==> src/rtl/dsram_axi_bridge_if.sv <==
`timescale 1ns/1ps
// Bundle between the core's data-SRAM port, the bridge and the AXI4-Lite slave.
// The "master" view is the bridge; the "slave" view is everything on the other side.
interface dsram_axi_bridge_if #(
    parameter int ADDR_W = 32,
    parameter int DATA_W = 32
);
    // Core request / response side
    logic                  req_en;
    logic [DATA_W/8-1:0]   req_wen;
    logic [ADDR_W-1:0]     req_addr;
    logic [DATA_W-1:0]     req_wdata;
    logic [DATA_W-1:0]     req_rdata;
    logic                  stallreq;
    logic                  resp_err;

    // AXI4-Lite read channels
    logic [ADDR_W-1:0]     araddr;
    logic                  arvalid;
    logic                  arready;
    logic [DATA_W-1:0]     rdata;
    logic [1:0]            rresp;
    logic                  rvalid;
    logic                  rready;

    // AXI4-Lite write channels
    logic [ADDR_W-1:0]     awaddr;
    logic                  awvalid;
    logic                  awready;
    logic [DATA_W-1:0]     wdata;
    logic [DATA_W/8-1:0]   wstrb;
    logic                  wvalid;
    logic                  wready;
    logic [1:0]            bresp;
    logic                  bvalid;
    logic                  bready;

    modport master (
        input  req_en, req_wen, req_addr, req_wdata,
        output req_rdata, stallreq, resp_err,
        output araddr, arvalid,
        input  arready,
        input  rdata, rresp, rvalid,
        output rready,
        output awaddr, awvalid,
        input  awready,
        output wdata, wstrb, wvalid,
        input  wready,
        input  bresp, bvalid,
        output bready
    );

    modport slave (
        output req_en, req_wen, req_addr, req_wdata,
        input  req_rdata, stallreq, resp_err,
        input  araddr, arvalid,
        output arready,
        output rdata, rresp, rvalid,
        input  rready,
        input  awaddr, awvalid,
        output awready,
        input  wdata, wstrb, wvalid,
        output wready,
        output bresp, bvalid,
        input  bready
    );
endinterface

==> src/rtl/dsram_axi_bridge.sv <==
`timescale 1ns/1ps
// Data-side bridge: one EX request becomes exactly one AXI4-Lite read or write, with the
// pipeline stalled until the response returns. Single outstanding transaction.
module dsram_axi_bridge #(
    parameter int ADDR_W = 32,
    parameter int DATA_W = 32
) (
    input  logic               i_clk,
    input  logic               i_rst_n,
    dsram_axi_bridge_if.master bus
);
    localparam int STRB_W = DATA_W / 8;
    localparam logic [ADDR_W-1:0] ALIGN_MASK = ~ADDR_W'(STRB_W - 1);

    typedef enum logic [2:0] {
        S_IDLE,
        S_RD_ADDR,
        S_RD_DATA,
        S_WR_REQ,
        S_WR_RESP,
        S_DONE
    } state_t;

    state_t              r_state;
    state_t              w_state_nxt;

    logic [ADDR_W-1:0]   r_addr;
    logic [STRB_W-1:0]   r_wen;
    logic [DATA_W-1:0]   r_wdata;
    logic                r_aw_done;
    logic                r_w_done;
    logic [DATA_W-1:0]   r_rdata;
    logic                r_resp_err;

    logic                w_capture;
    logic                w_r_fire;
    logic                w_aw_fire;
    logic                w_w_fire;
    logic                w_wr_done;
    logic                w_b_fire;
    logic [ADDR_W-1:0]   w_addr_aligned;

    assign w_addr_aligned = r_addr & ALIGN_MASK;

    // Payload fields only change on a new capture, so they stay stable while any valid is high.
    assign bus.araddr    = w_addr_aligned;
    assign bus.awaddr    = w_addr_aligned;
    assign bus.wdata     = r_wdata;
    assign bus.wstrb     = r_wen;
    assign bus.req_rdata = r_rdata;
    assign bus.resp_err  = r_resp_err;

    always_ff @(posedge i_clk or negedge i_rst_n) begin
        if (!i_rst_n) begin
            r_state <= S_IDLE;
        end else begin
            r_state <= w_state_nxt;
        end
    end

    // Valids derive from state and done flags only, never from the matching ready.
    always_comb begin
        w_state_nxt  = r_state;
        w_capture    = 1'b0;
        w_r_fire     = 1'b0;
        w_aw_fire    = 1'b0;
        w_w_fire     = 1'b0;
        w_wr_done    = 1'b0;
        w_b_fire     = 1'b0;
        bus.arvalid  = 1'b0;
        bus.rready   = 1'b0;
        bus.awvalid  = 1'b0;
        bus.wvalid   = 1'b0;
        bus.bready   = 1'b0;
        bus.stallreq = 1'b0;
        case (r_state)
            S_IDLE: begin
                bus.stallreq = bus.req_en;
                if (bus.req_en) begin
                    w_capture   = 1'b1;
                    w_state_nxt = (bus.req_wen == '0) ? S_RD_ADDR : S_WR_REQ;
                end
            end
            S_RD_ADDR: begin
                bus.stallreq = 1'b1;
                bus.arvalid  = 1'b1;
                if (bus.arready) begin
                    w_state_nxt = S_RD_DATA;
                end
            end
            S_RD_DATA: begin
                bus.stallreq = 1'b1;
                bus.rready   = 1'b1;
                w_r_fire     = bus.rvalid;
                if (bus.rvalid) begin
                    w_state_nxt = S_DONE;
                end
            end
            S_WR_REQ: begin
                bus.stallreq = 1'b1;
                bus.awvalid  = !r_aw_done;
                bus.wvalid   = !r_w_done;
                w_aw_fire    = !r_aw_done && bus.awready;
                w_w_fire     = !r_w_done && bus.wready;
                w_wr_done    = (r_aw_done || w_aw_fire) && (r_w_done || w_w_fire);
                if (w_wr_done) begin
                    w_state_nxt = S_WR_RESP;
                end
            end
            S_WR_RESP: begin
                bus.stallreq = 1'b1;
                bus.bready   = 1'b1;
                w_b_fire     = bus.bvalid;
                if (bus.bvalid) begin
                    w_state_nxt = S_DONE;
                end
            end
            S_DONE: begin
                w_state_nxt = S_IDLE;
            end
            default: begin
                w_state_nxt = S_IDLE;
            end
        endcase
    end

    // Request payload is only meaningful after a capture, so it carries no reset.
    always_ff @(posedge i_clk) begin
        if (w_capture) begin
            r_addr  <= bus.req_addr;
            r_wen   <= bus.req_wen;
            r_wdata <= bus.req_wdata;
        end
    end

    always_ff @(posedge i_clk or negedge i_rst_n) begin
        if (!i_rst_n) begin
            r_aw_done  <= 1'b0;
            r_w_done   <= 1'b0;
            r_rdata    <= '0;
            r_resp_err <= 1'b0;
        end else begin
            if (w_r_fire) begin
                r_rdata    <= bus.rdata;
                r_resp_err <= (bus.rresp != 2'b00);
            end else if (w_b_fire) begin
                r_resp_err <= (bus.bresp != 2'b00);
            end
            if (w_wr_done) begin
                r_aw_done <= 1'b0;
                r_w_done  <= 1'b0;
            end else begin
                if (w_aw_fire) begin
                    r_aw_done <= 1'b1;
                end
                if (w_w_fire) begin
                    r_w_done <= 1'b1;
                end
            end
        end
    end
endmodule

==> src/flat_wrapper.sv <==
// flat-port wrapper written by rule: the top's interface ports become plain ports
module dsram_axi_bridge_flat 
#(
    parameter int ADDR_W = 32,
    parameter int DATA_W = 32
)
  (i_clk, i_rst_n, bus_req_en, bus_req_wen, bus_req_addr, bus_req_wdata, bus_req_rdata, bus_stallreq, bus_resp_err, bus_araddr, bus_arvalid, bus_arready, bus_rdata, bus_rresp, bus_rvalid, bus_rready, bus_awaddr, bus_awvalid, bus_awready, bus_wdata, bus_wstrb, bus_wvalid, bus_wready, bus_bresp, bus_bvalid, bus_bready);
  dsram_axi_bridge_if #(.ADDR_W(ADDR_W), .DATA_W(DATA_W)) bus_i ();
  input  logic i_clk;
  input  logic i_rst_n;
  input wire logic [$bits(bus_i.req_en)-1:0] bus_req_en;
  input wire logic [$bits(bus_i.req_wen)-1:0] bus_req_wen;
  input wire logic [$bits(bus_i.req_addr)-1:0] bus_req_addr;
  input wire logic [$bits(bus_i.req_wdata)-1:0] bus_req_wdata;
  output wire logic [$bits(bus_i.req_rdata)-1:0] bus_req_rdata;
  output wire logic [$bits(bus_i.stallreq)-1:0] bus_stallreq;
  output wire logic [$bits(bus_i.resp_err)-1:0] bus_resp_err;
  output wire logic [$bits(bus_i.araddr)-1:0] bus_araddr;
  output wire logic [$bits(bus_i.arvalid)-1:0] bus_arvalid;
  input wire logic [$bits(bus_i.arready)-1:0] bus_arready;
  input wire logic [$bits(bus_i.rdata)-1:0] bus_rdata;
  input wire logic [$bits(bus_i.rresp)-1:0] bus_rresp;
  input wire logic [$bits(bus_i.rvalid)-1:0] bus_rvalid;
  output wire logic [$bits(bus_i.rready)-1:0] bus_rready;
  output wire logic [$bits(bus_i.awaddr)-1:0] bus_awaddr;
  output wire logic [$bits(bus_i.awvalid)-1:0] bus_awvalid;
  input wire logic [$bits(bus_i.awready)-1:0] bus_awready;
  output wire logic [$bits(bus_i.wdata)-1:0] bus_wdata;
  output wire logic [$bits(bus_i.wstrb)-1:0] bus_wstrb;
  output wire logic [$bits(bus_i.wvalid)-1:0] bus_wvalid;
  input wire logic [$bits(bus_i.wready)-1:0] bus_wready;
  input wire logic [$bits(bus_i.bresp)-1:0] bus_bresp;
  input wire logic [$bits(bus_i.bvalid)-1:0] bus_bvalid;
  output wire logic [$bits(bus_i.bready)-1:0] bus_bready;
  assign bus_i.req_en = bus_req_en;
  assign bus_i.req_wen = bus_req_wen;
  assign bus_i.req_addr = bus_req_addr;
  assign bus_i.req_wdata = bus_req_wdata;
  assign bus_req_rdata = bus_i.req_rdata;
  assign bus_stallreq = bus_i.stallreq;
  assign bus_resp_err = bus_i.resp_err;
  assign bus_araddr = bus_i.araddr;
  assign bus_arvalid = bus_i.arvalid;
  assign bus_i.arready = bus_arready;
  assign bus_i.rdata = bus_rdata;
  assign bus_i.rresp = bus_rresp;
  assign bus_i.rvalid = bus_rvalid;
  assign bus_rready = bus_i.rready;
  assign bus_awaddr = bus_i.awaddr;
  assign bus_awvalid = bus_i.awvalid;
  assign bus_i.awready = bus_awready;
  assign bus_wdata = bus_i.wdata;
  assign bus_wstrb = bus_i.wstrb;
  assign bus_wvalid = bus_i.wvalid;
  assign bus_i.wready = bus_wready;
  assign bus_i.bresp = bus_bresp;
  assign bus_i.bvalid = bus_bvalid;
  assign bus_bready = bus_i.bready;
  dsram_axi_bridge #(.ADDR_W(ADDR_W), .DATA_W(DATA_W)) u_core (.i_clk(i_clk), .i_rst_n(i_rst_n), .bus(bus_i));
endmodule
==> config.mk <==
export PLATFORM = sky130hd
export DESIGN_NAME = dsram_axi_bridge_flat
export DESIGN_NICKNAME = d
export VERILOG_FILES = /design/src/rtl/dsram_axi_bridge_if.sv /design/src/rtl/dsram_axi_bridge.sv /design/src/flat_wrapper.sv
export SDC_FILE = /design/constraint.sdc
export NUM_CORES = 1
export LEC_CHECK = 0
export ABC_AREA = 1
export BUFFER_PORTS_ARGS = -buffer_cell sky130_fd_sc_hd__buf_4
export CAP_MARGIN = 0
export CELL_PAD_IN_SITES_DETAIL_PLACEMENT = 0
export CELL_PAD_IN_SITES_GLOBAL_PLACEMENT = 1
export CORE_AREA = 2 2 130 132
export CTS_CLUSTER_DIAMETER = 40
export DETAILED_ROUTE_END_ITERATION = 6
export DIE_AREA = 0 0 132 134
export GPL_TIMING_DRIVEN = 0
export PLACE_DENSITY_LB_ADDON = 0.08
export SLEW_MARGIN = 10
export SYNTH_ARGS = -nofsm -noshare
export SYNTH_HDL_FRONTEND = slang
export SYNTH_SLANG_ARGS = --single-unit
export TNS_END_PERCENT = 1
==> constraint.sdc <==
create_clock -name i_clk -period 6.9 [get_ports i_clk]
set_input_delay 0.345 -clock i_clk [delete_from_list [all_inputs] [get_ports i_clk]]
set_output_delay 0.345 -clock i_clk [all_outputs]
set_load 0.01 [all_outputs]
==> metrics.cfg, run 1 <==
[synth]
ys_types=26
yosys.area.top_type=edfxtp_1
synth_most_common_cell=nand2_1
synth_area_per_cell_um2=13.1
ys_seq_elements=104
syn-instance-count=305
synth_top_area_share_pct=49.7
synth_warnings=0
yosys-top-cells-area=edfxtp_1, dfrtp_1, nand2_1
ys.flop_type=edfxtp_1
yosysSeqAreaShare_pct=73.6
synth_area_um2=3990
async_flop_share_pct=36.5
synth_common_cells=nand2_1, edfxtp_1, dfrtp_1, buf_4, nand2_2
synth_edf_count=66

[critical_path]
worstPathArrival_ns=2.43
cp_slowest_cell=nor3_2
endpoint_kind=register
critPathMaxStageDelay_ns=0.68
cp_data_required_time_ns=6.95
critPathMaxFanout=11
path_class=register to register
critPathLaunchType=register
worstPathCellList=buf_6, inv_2, nand2_1, nor3_2, buf_4, buf_6, buf_4

[placement]
portBuffers=244
dpl.hpwl_um=8850
place.gp.congestion=0.708

[global_route]
grtUsageTotal_pct=12.6
gr-total-overflow=0
antenna_found_initial=0
grt_first_pass_wirelength_um=16900
grt_pass1_vias=2926
grt_max_degree=39

[cells_and_area]
post-route-util_pct=39.5
drive_above_1_share_pct=57.9
insertedDiodeCount=0
nNetsFinal=682
area_growth_pct=61.5

[sta]
finalHoldViolCount=0
rsz0062_at_grt=no
drv_slew=0
timing.fmax_mhz=420
fin_crit_ns=2.38
post-route-period-util_pct=34.5
fin_worst_skew_ns=0.00822
setup_viol=0
tightest_slew_ns=0.874
relSlewSlack_pct=41.4
fin_tns_setup_ns=0

[floorplanning]
io_pins=251
start_util_pct=24.5
row_count=47
coreArea_um2=16300
die_w_um=132
die_height_um=134
dieArea_um2=17700

[drt]
drt_wl_total_um=11300
route.detailed.drc=0
drt_iter0_markers=149
first_pass_iters=4
vias=3083
routedWlPerCell_um=14.2
ant_nets=0
viasPerCell=3.88

[clock_tree]
cts_buffer_depth=2
clk_pin_slew_ns=0.07
cts_root_buf=clkbuf_16
cts_tree=built
htreeDepth=3
clk-insertion-delay-late_ns=0.35
post-cts-setup-buffers=0
clock_sinks=104
cts_buffers=9
cts_resized=0

[pwr]
p_int_mw=1.53
combPwrFrac_pct=37.6
switching_share_pct=32.5
p_leak_nw=3.12
total_power_mw=2.27
power.density_nw_per_um2=353
seq_power_share_pct=41.9
p_clk_share_pct=20.5
p_switching_uw=739
ir_drop_v=0.000147

[worst_hold_path]
holdCritPathClass=input pin to register

[outcome]
status=finished, final reports clean

[job]
drv_cap=0

-- stage by stage --
step | setup slack, ns | area [µm²] | instances | hold WS, ns
5_1_grt | 4.42 | 6440 | 795 | 0.146
3_5_place_dp | 4.52 | 6160 | 778 | 0.360
2_1_floorplan | 1.22 | 4000 | 308 | 0.0494
6_report | 4.52 | 6440 | 795 | 0.170
3_3_place_gp | -0.942 | 6100 | 772 | 0.361
4_1_cts | 4.50 | 6440 | 795 | 0.148
-- state kept, by name, indices dropped and copies added (netlist names) --
register and count:
u_core.bus.wdata 32, u_core.r_state 3, u_core.r_aw_done 1, u_core.r_addr 30, u_core.bus.resp_err 1, u_core.bus.wstrb 4
u_core.bus.req_rdata 32, u_core.r_w_done 1
-- power groups by stage --
stage | registers [mW] | logic [mW] | clock network [mW]
final | 0.951 | 0.855 | 0.467
after floorplan | 1.05 | 0.337 | 0
after detailed placement | 0.962 | 0.875 | 0
after global placement | 0.984 | 0.846 | 0
after global routing | 0.972 | 0.940 | 0.519
after CTS | 0.954 | 0.876 | 0.493
-- routing by layer --
metal,global-route usage [%],vias to the layer above,part of all wire [%],routed length (µm)
li1,-,1487,-,-
met5,0,-,0,0
met3,4.38,12,8.9,1000
met4,5.43,0,1.7,192
met1,16.0,1421,43,4850
met2,19.5,163,46,5230
-- cells in the final DEF (no fill, tap or decap), drive strengths merged, types with 4 or more instances in the layout --
cell type / n
nor2: 10
conb: 4
nand3: 4
o21ai: 4
inv: 14
nand2: 118
edfxtp: 66
clkbuf: 10
dfrtp: 38
buf: 291
clkinv: 5
-- worst paths after layout --
kind	start	end	slack, ns	depth (start not counted)
min reg2reg	u_core.bus.req_rdata[20]	u_core.bus.req_rdata[20]	0.48	2
min	bus_req_wdata[9]	u_core.bus.wdata[9]	0.17	1
max in group asynchronous	i_rst_n	u_core.r_state[0]	6.04	2
min in group asynchronous	i_rst_n	u_core.bus.req_rdata[28]	0.50	2
max	u_core.r_state[0]	u_core.bus.wdata[22]	4.52	7
max reg2reg	u_core.r_state[0]	u_core.bus.wdata[22]	4.52	7
-- critical path: cells and delay by family (launching register included) --
kind | cells | cell delay, ns
simple gates | 2 | 0.78
buf+inv | 5 | 0.93
flops | 1 | 0.37
-- kinds of logic (layout without fill, tap and decap cells) --
logic type      Yosys count  after routing  synth area share [%]
other cells               1              4                0.0941
buf+inv                  54            321                  9.23
flops                   104            104                  73.6
compound gates           10             10                  1.48
simple gates            136            136                  15.6
-- final cells by class --
type / count / area [µm²]
multi-input combinational: 150 / 701
fill: 1606 / 9850
inverter: 13 / 48.8
clock inverter: 6 / 33.8
sequential: 104 / 2930
timing repair buffer: 251 / 1900
tap: 220 / 275
buffer: 41 / 319
clock buffer: 10 / 229
-- what timing repair did --
item                       in CTS  in global routing
hold endpoints to repair       38                  0
hold buffers                    1                  0
setup endpoints to repair       0                  0
Power figures use the tool's default switching activity.
==> run 2: changes to the inputs <==
Clock period 6.9 ns to 2.45 ns, I/O delays scaled along.
==> run 2 against run 1 <==
Compared with the run above: combinational power grew to 3.0 times the previous value; clock skew is essentially flat; critical endpoint is now u_core.bus.wdata[13]; global-route usage grew 1.2 points; critical path type unchanged; register-to-register slack lost 4.1 ns; highest routed layer unchanged; fmax grew 20%; die area is the same.
==> metrics.cfg, run 2 (synthesis results as in run 1) <==
[sta]
setup_viol=0  ; unchanged
fin_tns_setup_ns=0  ; unchanged
fin_crit_ns=1.99  ; was 2.38 ns
finalHoldViolCount=0  ; unchanged
timing.fmax_mhz=502  ; was 420 MHz
tightest_slew_ns=0.515  ; was 0.874 ns
fin_worst_skew_ns=0.00852  ; was 0.00822 ns
post-route-period-util_pct=81.2  ; was 34.5%
drv_slew=0  ; unchanged
relSlewSlack_pct=65.7  ; was 41.4%
rsz0062_at_grt=no  ; unchanged

[worst_hold_path]
holdPathEnd=u_core.r_state[2]  ; was u_core.bus.wdata[9]
holdCritPathClass=input pin to register  ; unchanged
hold_start=bus_bvalid  ; was bus_req_wdata[9]
whs_path_depth=4  ; was 1

[critical_path]
crit_top_cell=buf_8
r2r-start=u_core.r_state[0]  ; unchanged
worstPathCellList=buf_6, inv_4, nand2_4, nor3_4, buf_8, buf_8, buf_16  ; was buf_6, inv_2, nand2_1, nor3_2, buf_4, buf_6, buf_4
critPathLaunchType=register  ; unchanged
worstPathArrival_ns=2.04  ; was 2.43 ns
endpoint_kind=register  ; unchanged
path_class=register to register  ; unchanged
cp_data_required_time_ns=2.50  ; was 6.95 ns
cp_slowest_cell=nor3_4  ; was nor3_2
rr_endpoint=u_core.bus.wdata[13]  ; was u_core.bus.wdata[22]
critPathMaxFanout=18  ; was 11
critPathMaxStageDelay_ns=0.44  ; was 0.68 ns
regToRegSetupSlack_ns=0.46  ; was 4.52 ns
reg2reg_depth=7  ; unchanged

[drt]
routedWlPerCell_um=13.7  ; was 14.2 µm
topRoutingLayerUsed=met4  ; unchanged
drt_wl_total_um=12200  ; was 11300 µm
drt_iter0_markers=121  ; was 149
route.met2.wl_um=5880  ; was 5230 µm
viasPerCell=3.84  ; was 3.88
route.detailed.drc=0  ; unchanged
wl_met3_um=976  ; was 1000 µm
met1_length_um=5110  ; was 4850 µm
first_pass_iters=6  ; was 4
vias=3424  ; was 3083
ant_nets=0  ; unchanged

[job]
drv_cap=0  ; unchanged

[floorplanning]
coreArea_um2=16300  ; unchanged
start_util_pct=24.5  ; unchanged
die_w_um=132  ; unchanged
die_height_um=134  ; unchanged
io_pins=251  ; unchanged
row_count=47  ; unchanged
dieArea_um2=17700  ; unchanged

[pwr]
total_power_mw=7.04  ; was 2.27 mW
power.density_nw_per_um2=932  ; was 353 nW/µm²
ir_drop_v=0.000426  ; was 0.000147 V
p_leak_nw=3.58  ; was 3.12 nW

[clock_tree]
clock_sinks=104  ; unchanged
post-cts-setup-buffers=0  ; unchanged
htreeDepth=3  ; unchanged
cts_root_buf=clkbuf_16  ; unchanged
ctsHoldBuffers=99  ; was 1
cts_buffer_depth=2  ; unchanged
clk_pin_slew_ns=0.07  ; about the same
cts_buffers=9  ; unchanged
cts_tree=built  ; unchanged
clk-insertion-delay-late_ns=0.34  ; was 0.35 ns
cts_resized=0  ; unchanged

[placement]
place.gp.congestion=0.692  ; was 0.708
portBuffers=244  ; unchanged
dpl.hpwl_um=8860  ; was 8850 µm

[cells_and_area]
final_cell_mix=buf_4, dlygate4sd3_1, nand2_1  ; was buf_4, nand2_1, edfxtp_1
nNetsFinal=778  ; was 682
final_common_cell=buf_4  ; unchanged
fillers=1541  ; was 1606
area_growth_pct=89.7  ; was 61.5%
drive_above_1_share_pct=50.1  ; was 57.9%

[global_route]
antenna_found_initial=0  ; unchanged
grtUsageTotal_pct=13.8  ; was 12.6%
grt_first_pass_wirelength_um=19100  ; was 16900 µm
grt_max_degree=39  ; unchanged
grt_pass1_vias=3580  ; was 2926
gr-total-overflow=0  ; unchanged

[outcome]
status=finished, final reports clean  ; unchanged

-- run 2: changes by cell type in the layout (fill, tap and decap cells not counted), sizes merged --
| cell | change |
|---|---|
| clkbuf | -1 |
| bufinv | +4 |
| clkinvlp | +1 |
| buf | -2 |
| diode | +1 |
| clkinv | -4 |
| dlygate4sd3 | +98 |
-- run 2: worst max path at each step --
stage / endpoint / startpoint / slack, ns
floorplan: u_core.bus.wdata[0] / u_core.r_state[0] / -0.19
global placement: u_core.bus.wdata[13] / u_core.r_state[1] / -0.90
detailed placement: u_core.bus.wdata[27] / u_core.r_state[0] / 0.45
CTS: u_core.bus.wdata[3] / u_core.r_state[0] / 0.44
global route: u_core.bus.wdata[3] / u_core.r_state[1] / 0.35
finish: u_core.bus.wdata[13] / u_core.r_state[0] / 0.46
-- run 2: metrics by stage --
step           util, %  hold slack, ns  cells  cell area (µm²)  setup slack (ns)
6_report          46.4          0.0593    892             7560             0.460
5_1_grt           46.4          0.0659    891             7560             0.349
4_1_cts           46.4          0.0454    891             7560             0.443
3_5_place_dp      38.0           0.142    776             6200             0.448
3_3_place_gp      37.6           0.141    772             6120            -0.902
2_1_floorplan        -          -0.173    308             4020            -0.194
-- run 2: critical path: cells and delay by family, from the launching register on --
kind	cells	cell delay [ns]
buf+inv	5	0.82
simple gates	2	0.50
flops	1	0.37
-- run 2: power breakdown --
part	leakage, nW	switching (mW)	internal (mW)
clock network	0.175	0.654	1.11
logic	2.32	1.25	1.34
registers	1.08	0.262	2.43
total	3.58	2.17	4.87
-- run 2: layout make-up --
type | instances | area, µm² | area share, %
inverters | 13 | 51.3 | 0.679
diodes | 1 | 2.50 | 0.0331
clock buffers | 9 | 225 | 2.98
well taps | 220 | 275 | 3.64
multi-input cells | 150 | 714 | 9.45
plain buffers | 41 | 319 | 4.22
repair buffers | 347 | 2900 | 38.3
flip-flops and latches | 104 | 2930 | 38.8
clock inverters | 7 | 143 | 1.89
-- run 2: layer usage --
| layer | track usage (%) | vias to the layer above |
|---|---|---|
| met5 | 0 | - |
| met4 | 5.62 | 0 |
| met3 | 4.23 | 14 |
| met2 | 23.0 | 160 |
| met1 | 16.6 | 1573 |
| li1 | - | 1677 |
==> run 3: changes to the inputs <==
Clock period 2.45 ns to 2.1 ns, I/O delays scaled along.
==> run 3 against run 2 <==
Compared with the run above: routed wire length hardly changed; setup slack lost 0.30 ns; critical endpoint unchanged; largest cell class unchanged; highest routed layer unchanged; hold slack got worse by 0.018 ns; cell count stayed put; fmax increased by 2.4%; sequential share of layout area did not move; utilization unchanged; non-clock buffer count unchanged; clock-buffer cell count did not move; clock power is 16% higher; power increased by 17%.
==> metrics.cfg, run 3 (synthesis results as in run 1) <==
[pwr]
switching_share_pct=30.8  ; about the same
p_int_mw=5.69  ; was 4.87 mW
ir_drop_v=0.000498  ; was 0.000426 V
p_clk_share_pct=25.0  ; about the same
combPwrFrac_pct=36.8  ; about the same
p_leak_nw=3.58  ; about the same
power.density_nw_per_um2=1090  ; was 932 nW/µm²
seq_power_share_pct=38.2  ; about the same
p_switching_mw=2.53  ; was 2.17 mW

[critical_path]
critPathLaunchType=register  ; unchanged
critPathMaxFanout=18  ; unchanged
crit_top_cell=buf_8  ; unchanged
worstPathCellList=buf_6, inv_4, nand2_4, nor3_4, buf_8, buf_8, buf_16  ; unchanged
cp_slowest_cell=nor3_4  ; unchanged
critPathMaxStageDelay_ns=0.39  ; was 0.44 ns
path_class=register to register  ; unchanged
cp_data_required_time_ns=2.15  ; was 2.50 ns
endpoint_kind=register  ; unchanged
worstPathArrival_ns=2.00  ; was 2.04 ns

[floorplanning]
start_util_pct=24.5  ; unchanged
io_pins=251  ; unchanged
die_height_um=134  ; unchanged
coreArea_um2=16300  ; unchanged
die_w_um=132  ; unchanged
row_count=47  ; unchanged
dieArea_um2=17700  ; unchanged

[clock_tree]
cts_resized=0  ; unchanged
htreeDepth=3  ; unchanged
cts_buffer_depth=2  ; unchanged
post-cts-setup-buffers=0  ; unchanged
cts_root_buf=clkbuf_16  ; unchanged
clock_sinks=104  ; unchanged
cts_tree=built  ; unchanged
clk_pin_slew_ns=0.07  ; about the same
clk-insertion-delay-late_ns=0.34  ; about the same
cts_buffers=9  ; unchanged

[drt]
route.detailed.drc=0  ; unchanged
drt_iter0_markers=121  ; unchanged
viasPerCell=3.84  ; unchanged
routedWlPerCell_um=13.7  ; about the same
first_pass_iters=6  ; unchanged
ant_nets=0  ; unchanged
drt_wl_total_um=12200  ; about the same
vias=3424  ; unchanged

[global_route]
antenna_found_initial=0  ; unchanged
grt_max_degree=39  ; unchanged
grt_pass1_vias=3580  ; unchanged
grtUsageTotal_pct=13.8  ; unchanged
gr-total-overflow=0  ; unchanged
grt_first_pass_wirelength_um=19100  ; unchanged

[outcome]
status=finished, final reports clean  ; unchanged

[placement]
dpl.hpwl_um=8860  ; unchanged
portBuffers=244  ; unchanged
place.gp.congestion=0.692  ; unchanged

[job]
drv_cap=0  ; unchanged

[cells_and_area]
final_common_cell=buf_4  ; unchanged
nNetsFinal=778  ; unchanged
drive_above_1_share_pct=50.1  ; unchanged
area_growth_pct=89.7  ; unchanged
final_cell_mix=buf_4, dlygate4sd3_1, nand2_1  ; unchanged

[sta]
fin_crit_ns=1.94  ; was 1.99 ns
timing.fmax_mhz=514  ; was 502 MHz
setup_viol=0  ; unchanged
whs_ns=0.0418  ; was 0.0593 ns
drv_slew=0  ; unchanged
fin_tns_setup_ns=0  ; unchanged
post-route-period-util_pct=92.6  ; was 81.2%
relSlewSlack_pct=65.7  ; unchanged
finalHoldViolCount=0  ; unchanged
rsz0062_at_grt=no  ; unchanged
tightest_slew_ns=0.515  ; unchanged
fin_worst_skew_ns=0.00853  ; was 0.00852 ns

[worst_hold_path]
holdCritPathClass=input pin to register  ; unchanged

==> run 3: per-layer routing <==
metal	wire, µm	track usage [%]	vias up	share of wire [%]
li1	-	-	1677	-
met5	0	0	-	0
met4	217	5.62	0	1.8
met3	976	4.23	14	8.0
met1	5110	16.6	1573	42
met2	5880	23.0	160	48
==> run 3: area by class of cell <==
class	count	area, µm²
inverters	13	51.3
clock buffers	9	225
repair buffers	347	2900
multi-input cells	150	714
fillers	1541	8730
flip-flops and latches	104	2930
diodes	1	2.50
plain buffers	41	319
clock inverters	7	143
well taps	220	275
==> run 3: what timing repair did <==
action | in CTS | in global routing
hold buffers | 99 | 0
endpoints found under the setup margin | 0 | 1
endpoints found under the hold margin | 136 | 0
==> run 3: final timing paths <==
path | slack, ns | startpoint | endpoint | depth (start not counted)
worst max-delay path | 0.16 | u_core.r_state[0] | u_core.bus.wdata[13] | 7
worst min-delay path | 0.04 | bus_bvalid | u_core.r_state[2] | 4
worst max register to register | 0.16 | u_core.r_state[0] | u_core.bus.wdata[13] | 7
worst min register to register | 0.49 | u_core.bus.req_rdata[26] | u_core.bus.req_rdata[26] | 2
max in group asynchronous | 1.47 | i_rst_n | u_core.r_state[0] | 2
min in group asynchronous | 0.28 | i_rst_n | u_core.bus.req_rdata[21] | 2
==> run 3: power groups by stage <==
stage / clock network, mW / registers, mW / logic (mW)
after floorplan: 0 / 3.41 / 1.14
after global placement: 0 / 3.18 / 2.82
after detailed placement: 0 / 3.17 / 2.94
after CTS: 2.13 / 3.14 / 3.10
after global routing: 2.21 / 3.21 / 3.32
final: 2.05 / 3.14 / 3.03
==> run 3: critical path: cells and delay by family, from the launching register on <==
kind | cells | cell delay, ns
buf+inv | 5 | 0.82
simple gates | 2 | 0.45
flops | 1 | 0.37
==> run 3: through the flow <==
step | instances | total power [mW] | instance area [µm²] | util, % | worst slack [ns]
global route | 891 | 8.74 | 7560 | 46.4 | 0.0470
finish | 892 | 8.22 | 7560 | 46.4 | 0.156
CTS | 891 | 8.36 | 7560 | 46.4 | 0.0934
global placement | 772 | 6.00 | 6120 | 37.6 | -1.25
floorplan | 308 | 4.55 | 4020 | - | -0.544
detailed placement | 776 | 6.11 | 6200 | 38.0 | 0.0981
